### src/rtl/uart_pkg.sv
// Shared UART definitions: FSM state encoding, default framing constants, idle line level.
// Used by both the transmitter and the receiver.
package uart_pkg;

    localparam int STATE_W = 3;

    localparam logic [STATE_W-1:0] ST_IDLE   = 3'd0;
    localparam logic [STATE_W-1:0] ST_START  = 3'd1;
    localparam logic [STATE_W-1:0] ST_DATA   = 3'd2;
    localparam logic [STATE_W-1:0] ST_PARITY = 3'd3;
    localparam logic [STATE_W-1:0] ST_STOP   = 3'd4;

    // 100 MHz system clock at 9600 baud
    localparam int UART_CLKS_PER_BIT = 10417;
    localparam int UART_DATA_BITS    = 8;

    localparam logic LINE_IDLE = 1'b1;

endpackage

### src/rtl/uart_tx_if.sv
// Request/status handshake between a byte source and the UART transmitter.
interface uart_tx_if #(
    parameter int DATA_BITS = uart_pkg::UART_DATA_BITS
) ();

    logic                 tx_start;
    logic [DATA_BITS-1:0] tx_data;
    logic                 tx_busy;
    logic                 tx_done;

    modport master (
        output tx_start,
        output tx_data,
        input  tx_busy,
        input  tx_done
    );

    modport slave (
        input  tx_start,
        input  tx_data,
        output tx_busy,
        output tx_done
    );

endinterface

### src/rtl/uart_baud_gen.sv
// Bit-period counter: counts 0..CLKS_PER_BIT-1 while enabled and flags the last cycle
// of each period with a registered one-cycle bit_end pulse.
import uart_pkg::*;

module uart_baud_gen #(
    parameter int CLKS_PER_BIT = UART_CLKS_PER_BIT
) (
    input  logic clk,
    input  logic rst_n,
    input  logic clear,
    input  logic enable,
    output logic bit_end
);

    localparam int CNT_W = (CLKS_PER_BIT > 1) ? $clog2(CLKS_PER_BIT) : 1;
    localparam logic [CNT_W-1:0] LAST = CNT_W'(CLKS_PER_BIT - 1);

    logic [CNT_W-1:0] count_r;
    logic [CNT_W-1:0] count_next_s;
    logic             bit_end_r;

    // Next count value with wrap at the bit boundary
    always_comb begin
        count_next_s = count_r;
        if (count_r == LAST) begin
            count_next_s = {CNT_W{1'b0}};
        end else begin
            count_next_s = count_r + CNT_W'(1);
        end
    end

    // bit_end is registered one cycle early so it coincides with count == LAST
    always_ff @(posedge clk or negedge rst_n) begin
        if (!rst_n) begin
            count_r   <= {CNT_W{1'b0}};
            bit_end_r <= 1'b0;
        end else if (clear) begin
            count_r   <= {CNT_W{1'b0}};
            bit_end_r <= 1'b0;
        end else if (enable) begin
            count_r   <= count_next_s;
            bit_end_r <= (count_next_s == LAST);
        end else begin
            bit_end_r <= 1'b0;
        end
    end

    assign bit_end = bit_end_r;

endmodule

### src/rtl/uart_tx.sv
// 8N1 UART transmitter, LSB first, internal baud divider.
// Define UART_TX_PARITY_EN to insert an even-parity bit between data and stop.
import uart_pkg::*;

module uart_tx #(
    parameter int CLKS_PER_BIT = UART_CLKS_PER_BIT,
    parameter int DATA_BITS    = UART_DATA_BITS
) (
    input  logic      clk,
    input  logic      rst_n,
    uart_tx_if.slave  bus,
    output logic      tx
);

    localparam int BIT_CNT_W = $clog2(DATA_BITS + 1);
    localparam logic [BIT_CNT_W-1:0] LAST_BIT = BIT_CNT_W'(DATA_BITS - 1);

    logic [STATE_W-1:0]   state_r;
    logic [DATA_BITS-1:0] shift_r;
    logic [DATA_BITS-1:0] shift_next_s;
    logic [BIT_CNT_W-1:0] bit_cnt_r;
    logic                 tx_r;
    logic                 busy_r;
    logic                 done_r;
    logic                 baud_clear_s;
    logic                 bit_end_s;

`ifdef UART_TX_PARITY_EN
    logic                 parity_r;

    function automatic logic even_parity(input logic [DATA_BITS-1:0] d);
        return ^d;
    endfunction
`endif

    assign baud_clear_s = (state_r == ST_IDLE);
    assign shift_next_s = shift_r >> 1;

    uart_baud_gen #(
        .CLKS_PER_BIT (CLKS_PER_BIT)
    ) u_baud (
        .clk     (clk),
        .rst_n   (rst_n),
        .clear   (baud_clear_s),
        .enable  (!baud_clear_s),
        .bit_end (bit_end_s)
    );

    // Frame sequencer; tx only changes on acceptance or on a bit boundary
    always_ff @(posedge clk or negedge rst_n) begin
        if (!rst_n) begin
            state_r   <= ST_IDLE;
            shift_r   <= {DATA_BITS{1'b0}};
            bit_cnt_r <= {BIT_CNT_W{1'b0}};
            tx_r      <= LINE_IDLE;
            busy_r    <= 1'b0;
            done_r    <= 1'b0;
`ifdef UART_TX_PARITY_EN
            parity_r  <= 1'b0;
`endif
        end else begin
            done_r <= 1'b0;
            case (state_r)
                ST_IDLE: begin
                    tx_r <= LINE_IDLE;
                    if (bus.tx_start) begin
                        shift_r  <= bus.tx_data;
                        state_r  <= ST_START;
                        tx_r     <= 1'b0;
                        busy_r   <= 1'b1;
`ifdef UART_TX_PARITY_EN
                        parity_r <= even_parity(bus.tx_data);
`endif
                    end
                end
                ST_START: begin
                    if (bit_end_s) begin
                        state_r   <= ST_DATA;
                        tx_r      <= shift_r[0];
                        bit_cnt_r <= {BIT_CNT_W{1'b0}};
                    end
                end
                ST_DATA: begin
                    if (bit_end_s) begin
                        if (bit_cnt_r == LAST_BIT) begin
`ifdef UART_TX_PARITY_EN
                            state_r <= ST_PARITY;
                            tx_r    <= parity_r;
`else
                            state_r <= ST_STOP;
                            tx_r    <= LINE_IDLE;
`endif
                        end else begin
                            shift_r   <= shift_next_s;
                            tx_r      <= shift_next_s[0];
                            bit_cnt_r <= bit_cnt_r + BIT_CNT_W'(1);
                        end
                    end
                end
`ifdef UART_TX_PARITY_EN
                ST_PARITY: begin
                    if (bit_end_s) begin
                        state_r <= ST_STOP;
                        tx_r    <= LINE_IDLE;
                    end
                end
`endif
                ST_STOP: begin
                    if (bit_end_s) begin
                        state_r <= ST_IDLE;
                        busy_r  <= 1'b0;
                        done_r  <= 1'b1;
                    end
                end
                default: begin
                    state_r <= ST_IDLE;
                    tx_r    <= LINE_IDLE;
                    busy_r  <= 1'b0;
                end
            endcase
        end
    end

    assign tx          = tx_r;
    assign bus.tx_busy = busy_r;
    assign bus.tx_done = done_r;

endmodule
### src/flat_wrapper.sv
// flat-port wrapper written by rule: the top's interface ports become plain ports
module uart_tx_flat 
#(
    parameter int CLKS_PER_BIT = UART_CLKS_PER_BIT,
    parameter int DATA_BITS    = UART_DATA_BITS
)
  (clk, rst_n, tx, bus_tx_start, bus_tx_data, bus_tx_busy, bus_tx_done);
  uart_tx_if #(.DATA_BITS(DATA_BITS)) bus_i ();
  input  logic clk;
  input  logic rst_n;
  output logic tx;
  input wire logic [$bits(bus_i.tx_start)-1:0] bus_tx_start;
  input wire logic [$bits(bus_i.tx_data)-1:0] bus_tx_data;
  output wire logic [$bits(bus_i.tx_busy)-1:0] bus_tx_busy;
  output wire logic [$bits(bus_i.tx_done)-1:0] bus_tx_done;
  assign bus_i.tx_start = bus_tx_start;
  assign bus_i.tx_data = bus_tx_data;
  assign bus_tx_busy = bus_i.tx_busy;
  assign bus_tx_done = bus_i.tx_done;
  uart_tx #(.CLKS_PER_BIT(CLKS_PER_BIT), .DATA_BITS(DATA_BITS)) u_core (.clk(clk), .rst_n(rst_n), .bus(bus_i), .tx(tx));
endmodule
### config.mk
export PLATFORM = sky130hd
export DESIGN_NAME = uart_tx_flat
export DESIGN_NICKNAME = d
export VERILOG_FILES = /design/src/rtl/uart_pkg.sv /design/src/rtl/uart_tx_if.sv /design/src/rtl/uart_baud_gen.sv /design/src/rtl/uart_tx.sv /design/src/flat_wrapper.sv
export SDC_FILE = /design/constraint.sdc
export NUM_CORES = 1
export LEC_CHECK = 0
export BUFFER_PORTS_ARGS = -buffer_cell sky130_fd_sc_hd__buf_2
export CORE_ASPECT_RATIO = 0.5
export CORE_MARGIN = 2
export CORE_UTILIZATION = 30
export DETAILED_ROUTE_END_ITERATION = 10
export PLACE_DENSITY_LB_ADDON = 0.25
export SLEW_MARGIN = 20
export SYNTH_ARGS = -nofsm -noshare
export SYNTH_HDL_FRONTEND = slang
export SYNTH_SLANG_ARGS = --single-unit
### constraint.sdc
create_clock -name clk -period 2.05 [get_ports clk]
set_input_delay 0.205 -clock clk [delete_from_list [all_inputs] [get_ports clk]]
set_output_delay 0.205 -clock clk [all_outputs]
set_load 0.005 [all_outputs]
# == Word level (Yosys, flattened, before mapping) ==
# Index checks and enable logic that the tools add are counted.
# totals
ff_bits,33
out_inout_bits,3
elab_cells,60
inputBits,11
# op_classes
n_reduce_logical,9
n_eq_ne,12
mux,27
addsub,2
n_bitwise,2
# op_table
op,n
$eq 14x14->1 const B,2
$mux 14,2
$mux 8,3
$pmux 8 s2,1
$mux 3,5
$add 14x1->14 const B,1
$mux 4,3
$pmux 3 s4,1
$ne 2x2->1 const B,5
$mux 1,9
$pmux 4 s2,1
$reduce_and 4->1,2
$reduce_and 3->1,2
$reduce_and 5->1,1
$add 4x1->4 const B,1
$eq 4x3->1 const B,1
$pmux 1 s4,1
$reduce_bool 2->1,2
$eq 3x1->1 const B,1
$eq 3x2->1 const B,1
$eq 3x3->1 const B,1
$logic_not 3->1,1
$pmux 1 s3,1
$ne 2x1->1 const B,1
other kinds (2),3

# == Logic depth before layout (Yosys ltp) ==
# depth
depth_word,4
mapped_depth,7
ltp_nobuf,7

# == Modules after synthesis ==
# From an unflattened synthesis, not the netlist that was laid out.
# hier_totals
cells_unflattened,227
area_unflattened_um2,2059.5
# by_module_without_submodules
module,cells_per_inst,n_inst,area_per_inst_um2,seq_area_each_um2
uart_baud_gen,122,1,1042.2,375.4
uart_tx,105,1,1017.2,451.7

# == Worst setup path after synthesis ==
# Ideal clock, no wire load.
# synth_timing
kind,flip-flop to flip-flop
start,reg u_core.u_baud.count_r[0]
end,reg u_core.u_baud.bit_end_r (netlist: u_core.u_baud.bit_end)
setup_time_ns,0.107
t_arrival_ns,1.805
slack_ns,0.139
period_less_slack_ns,1.911
stages_incl_launch_ff,7
path_buffers,0
required_time_ns,1.943
cell_sequence,dfrtp_1 > ha_1 > nand3_1 > nor3_1 > xnor2_1 > or4b_4 > a2111oi_4
# synth_via
elab_chain_cells,4
word_cells_on_any_way,5
classes_between,1 x add/sub; 2 x eq/ne; 2 x mux
# synth_rtl
element,line,text
"start, declared",uart_baud_gen.sv:18,logic [CNT_W-1:0] count_r;
"start signal, assigned",uart_baud_gen.sv:35,count_r <= {CNT_W{1'b0}};
"start signal, assigned",uart_baud_gen.sv:38,count_r <= {CNT_W{1'b0}};
"start signal, assigned",uart_baud_gen.sv:41,count_r <= count_next_s;
$add 14x1->14 / $eq 14x14->1 (equally long branches),"uart_baud_gen.sv:28, uart_baud_gen.sv:25",
$mux 14 (*),uart_baud_gen.sv:25,if (count_r == LAST) begin
$eq 14x14->1 (*),uart_baud_gen.sv:42,bit_end_r <= (count_next_s == LAST);
$mux 1 (*),uart_baud_gen.sv:37,end else if (clear) begin
"end signal, assigned",uart_baud_gen.sv:42,
"end, declared",uart_baud_gen.sv:20,logic bit_end_r;
# Every way passes the cells marked *; elsewhere a longest branch is shown, timed or not.
# A chain may end at the register's enable or synchronous reset.

# == Worst setup path after layout ==
# Same ends and word-level chain as after synthesis.

==> flow_metrics.py <==
metrics = {
    "run_status": {
        "status": "finished, violations left",
        "violations": "hold timing",
    },
    "timing": {
        "worst_slack_ps": 148.9,
        "finalSetupViolations": 0,
        "max_freq_ghz": 0.5260,
        "period_minus_slack_ps": 1901,
        "drv_slew": 0,
        "fin_skew_ps": 5.471,
        "grt_setup_unrepaired": "false",
        "hold_violations": 10,
        "slew_headroom_pct": 50.18,
        "hold_ws_ps": -3.276,
        "period_share_pct": 92.74,
        "tightest_slew_ps": 747.3,
        "finalSetupTns_ps": 0,
    },
    "placement": {
        "portBuffers": 13,
        "dp_cells": 285,
        "gp_congestion": 0.8785,
        "place_ws_ps": 19.24,
        "hpwl_um": 2610,
    },
    "clock_network": {
        "ctsHoldBuffers": 0,
        "clock_path_buffers": 2,
        "cts_tree": "built",
        "clk_latency_ps": 280,
        "cts_made_buffers": 5,
        "h-tree-depth": 2,
        "cts.reportedPaths.clkPinSlew_ps": 50,
        "cts_resized": 0,
        "post_cts_buffers": 0,
        "cts.sinks": 33,
        "cts_root_buf": "clkbuf_16",
    },
    "floorplanning": {
        "die-area_um2": 6583,
        "core_um2": 5587,
        "ios": 14,
        "start_util_pct": 31.76,
        "rows": 19,
        "die_w_um": 112.8,
        "die_y_um": 58.38,
    },
    "grt": {
        "grt-ovfl-total": 0,
        "met1_usage_pct": 15.48,
        "grt_pass1_vias": 1342,
        "antenna_found_initial": 0,
        "grt_pass1_wl_um": 6285,
        "track_usage_pct": 12.25,
        "grt_max_degree": 34,
        "gr-usage-met2_pct": 19.76,
        "use_met3_pct": 3.811,
        "busiest_layer": "met2",
    },
    "setup_path": {
        "crit_fanout": 4,
        "worst_r2r_path_depth": 7,
        "crit_path_end_kind": "register",
        "cp.required_ps": 2220,
        "startpoint_type": "register",
        "critPathKind": "reg2reg",
        "worst_ep_arrival_time_ps": 2070,
    },
    "yosys": {
        "synth_warnings": 0,
        "synthFlopType": "dfrtp_1",
        "netlist_instances": 195,
        "synth_cell_types": 45,
        "seq_area_frac_synth_pct": 46.61,
        "synth_edf_count": 0,
        "synthSimpleGateAreaFrac_pct": 27.50,
        "synthTopCellsByArea": "dfrtp_1, nor2_1, nand2_1",
        "synth_compound_area_share_pct": 13.75,
        "synth_nets": 209,
        "synth_xor_area_share_pct": 5.924,
        "yosysTopAreaCellShare_pct": 45.13,
        "yosys.area.top_type": "dfrtp_1",
        "yosys_register_bits": 33,
        "yosys-mux-area-fraction_pct": 0,
        "syn_area_per_cell_um2": 9.098,
        "synth_fa_ha_area_share_pct": 2.116,
        "synthArstFlopShare_pct": 100.0,
        "synth_area_um2": 1774,
        "synth_top_family_by_area": "simple AND/OR/NAND/NOR gates",
    },
    "layout": {
        "syn2layout_area_growth_pct": 22.36,
        "num-fill-cells": 554,
        "post-route-util_pct": 38.86,
        "n_antenna_cell": 0,
        "drive_above_1_share_pct": 21.36,
        "instances_no_fill": 293,
        "nNetsFinal": 233,
    },
    "run": {
        "maxCapViolations": 0,
    },
    "power": {
        "ir_drop_mv": 0.3264,
        "power.total_uw": 1931,
        "power-per-cell-area_nw_per_um2": 889.7,
        "leakage_uw": 0.0009240,
    },
    "route": {
        "wl_per_cell_um": 12.88,
        "via_count": 1429,
        "first_pass_iters": 4,
        "drc": 0,
        "drt_iter0_markers": 31,
        "ant_nets": 0,
        "vias_per_cell": 4.877,
        "wl_um": 3774,
    },
    "hold_path": {
        "min_path_type": "in2async",
    },
}
## cell families (layout without fill, tap and decap cells)
family,count (synthesis),count (layout)
and+or+nand+nor,95,95
AOI/OAI and AO/OA,34,34
DFF,33,33
buffers and inverters,18,43
xor gates and xnor gates,12,12
adders and majority gates,3,3
## stage by stage
step | area [um2] | hold WS [ps]
final | 2171 | -3.276
after global routing | 2171 | 61.45
after CTS | 2132 | 26.06
after detailed placement | 1989 | 325.7
after global placement | 1989 | 323.4
after floorplan | 1774 | -90.59
## Yosys cell counts (3+ instances only)
library cell,count
dfrtp_1,32
nor2_1,27
nand2_1,25
nand3_1,11
inv_1,9
xnor2_1,9
a31oi_1,8
nor3_1,6
o21ai_0,5
o21ai_1,5
buf_2,4
clkbuf_1,4
nor3b_1,4
a21oi_1,3
ha_1,3
or2_1,3
xor2_1,3
## where the power goes
part / leakage, uW / switching, uW / internal, uW
logic: 0.000439 / 173 / 162
clock network: 0.0000696 / 278 / 445
registers: 0.000415 / 128 / 745
## worst paths after layout
check                                              startpoint                                  to  slack (ps)
setup / recovery           u_core.u_baud.count_r[0]$_DFF_PN0_     u_core.u_baud.bit_end$_DFF_PN0_         150
hold / removal                                          rst_n  u_core.u_baud.count_r[2]$_DFF_PN0_          -3
setup reg to reg           u_core.u_baud.count_r[0]$_DFF_PN0_     u_core.u_baud.bit_end$_DFF_PN0_         150
hold reg to reg               u_core.bit_cnt_r[3]$_DFFE_PN0P_     u_core.bit_cnt_r[3]$_DFFE_PN0P_         500
max in group asynchronous                               rst_n  u_core.u_baud.count_r[5]$_DFF_PN0_        1540
min in group clk                               bus_tx_data[7]       u_core.shift_r[7]$_DFFE_PN0P_         160
## routing by layer
layer,up-vias,part of all wire [%]
li1,728,-
met5,-,0
met3,5,2.3
met2,9,48
met4,0,1.4
met1,687,49
## placed cells by master (no fill, tap or decap), types with 4 or more instances in the layout
master and instances:
dfrtp_1 29, nor2_1 27, nand2_1 25, buf_2 13
buf_4 13, nand3_1 11, inv_1 9, xnor2_1 9
a31oi_1 8, nor3_1 6, o21ai_0 5, o21ai_1 5
clkbuf_16 5, nor3b_1 4
## flip-flops by register name (all words and copies together) (netlist names)
register,count
u_core.bus.tx_busy,1
u_core.u_baud.count_r,14
u_core.tx,1
u_core.bus.tx_done,1
u_core.u_baud.bit_end,1
u_core.shift_r,8
u_core.bit_cnt_r,4
u_core.state_r,3
## critical path, cell delays in order, from the launching register on
cell	delay, ps
dfrtp_2	430
inv_1	70
ha_1	200
nand2_1	70
nor4_2	50
or2_1	230
or4b_4	550
a2111oi_4	190
## final cells by class
cell class	instances	area, um2	share of cell area (%)
Clock buffer	5	125.1	5.764
Clock inverter	3	17.52	0.8069
Inverter	9	33.78	1.556
Multi-Input combinational cell	144	909.6	41.90
Sequential cell	33	830.8	38.27
Tap cell	73	91.34	4.207
Timing Repair Buffer	26	162.7	7.493
(Power assumes the default switching activity.)
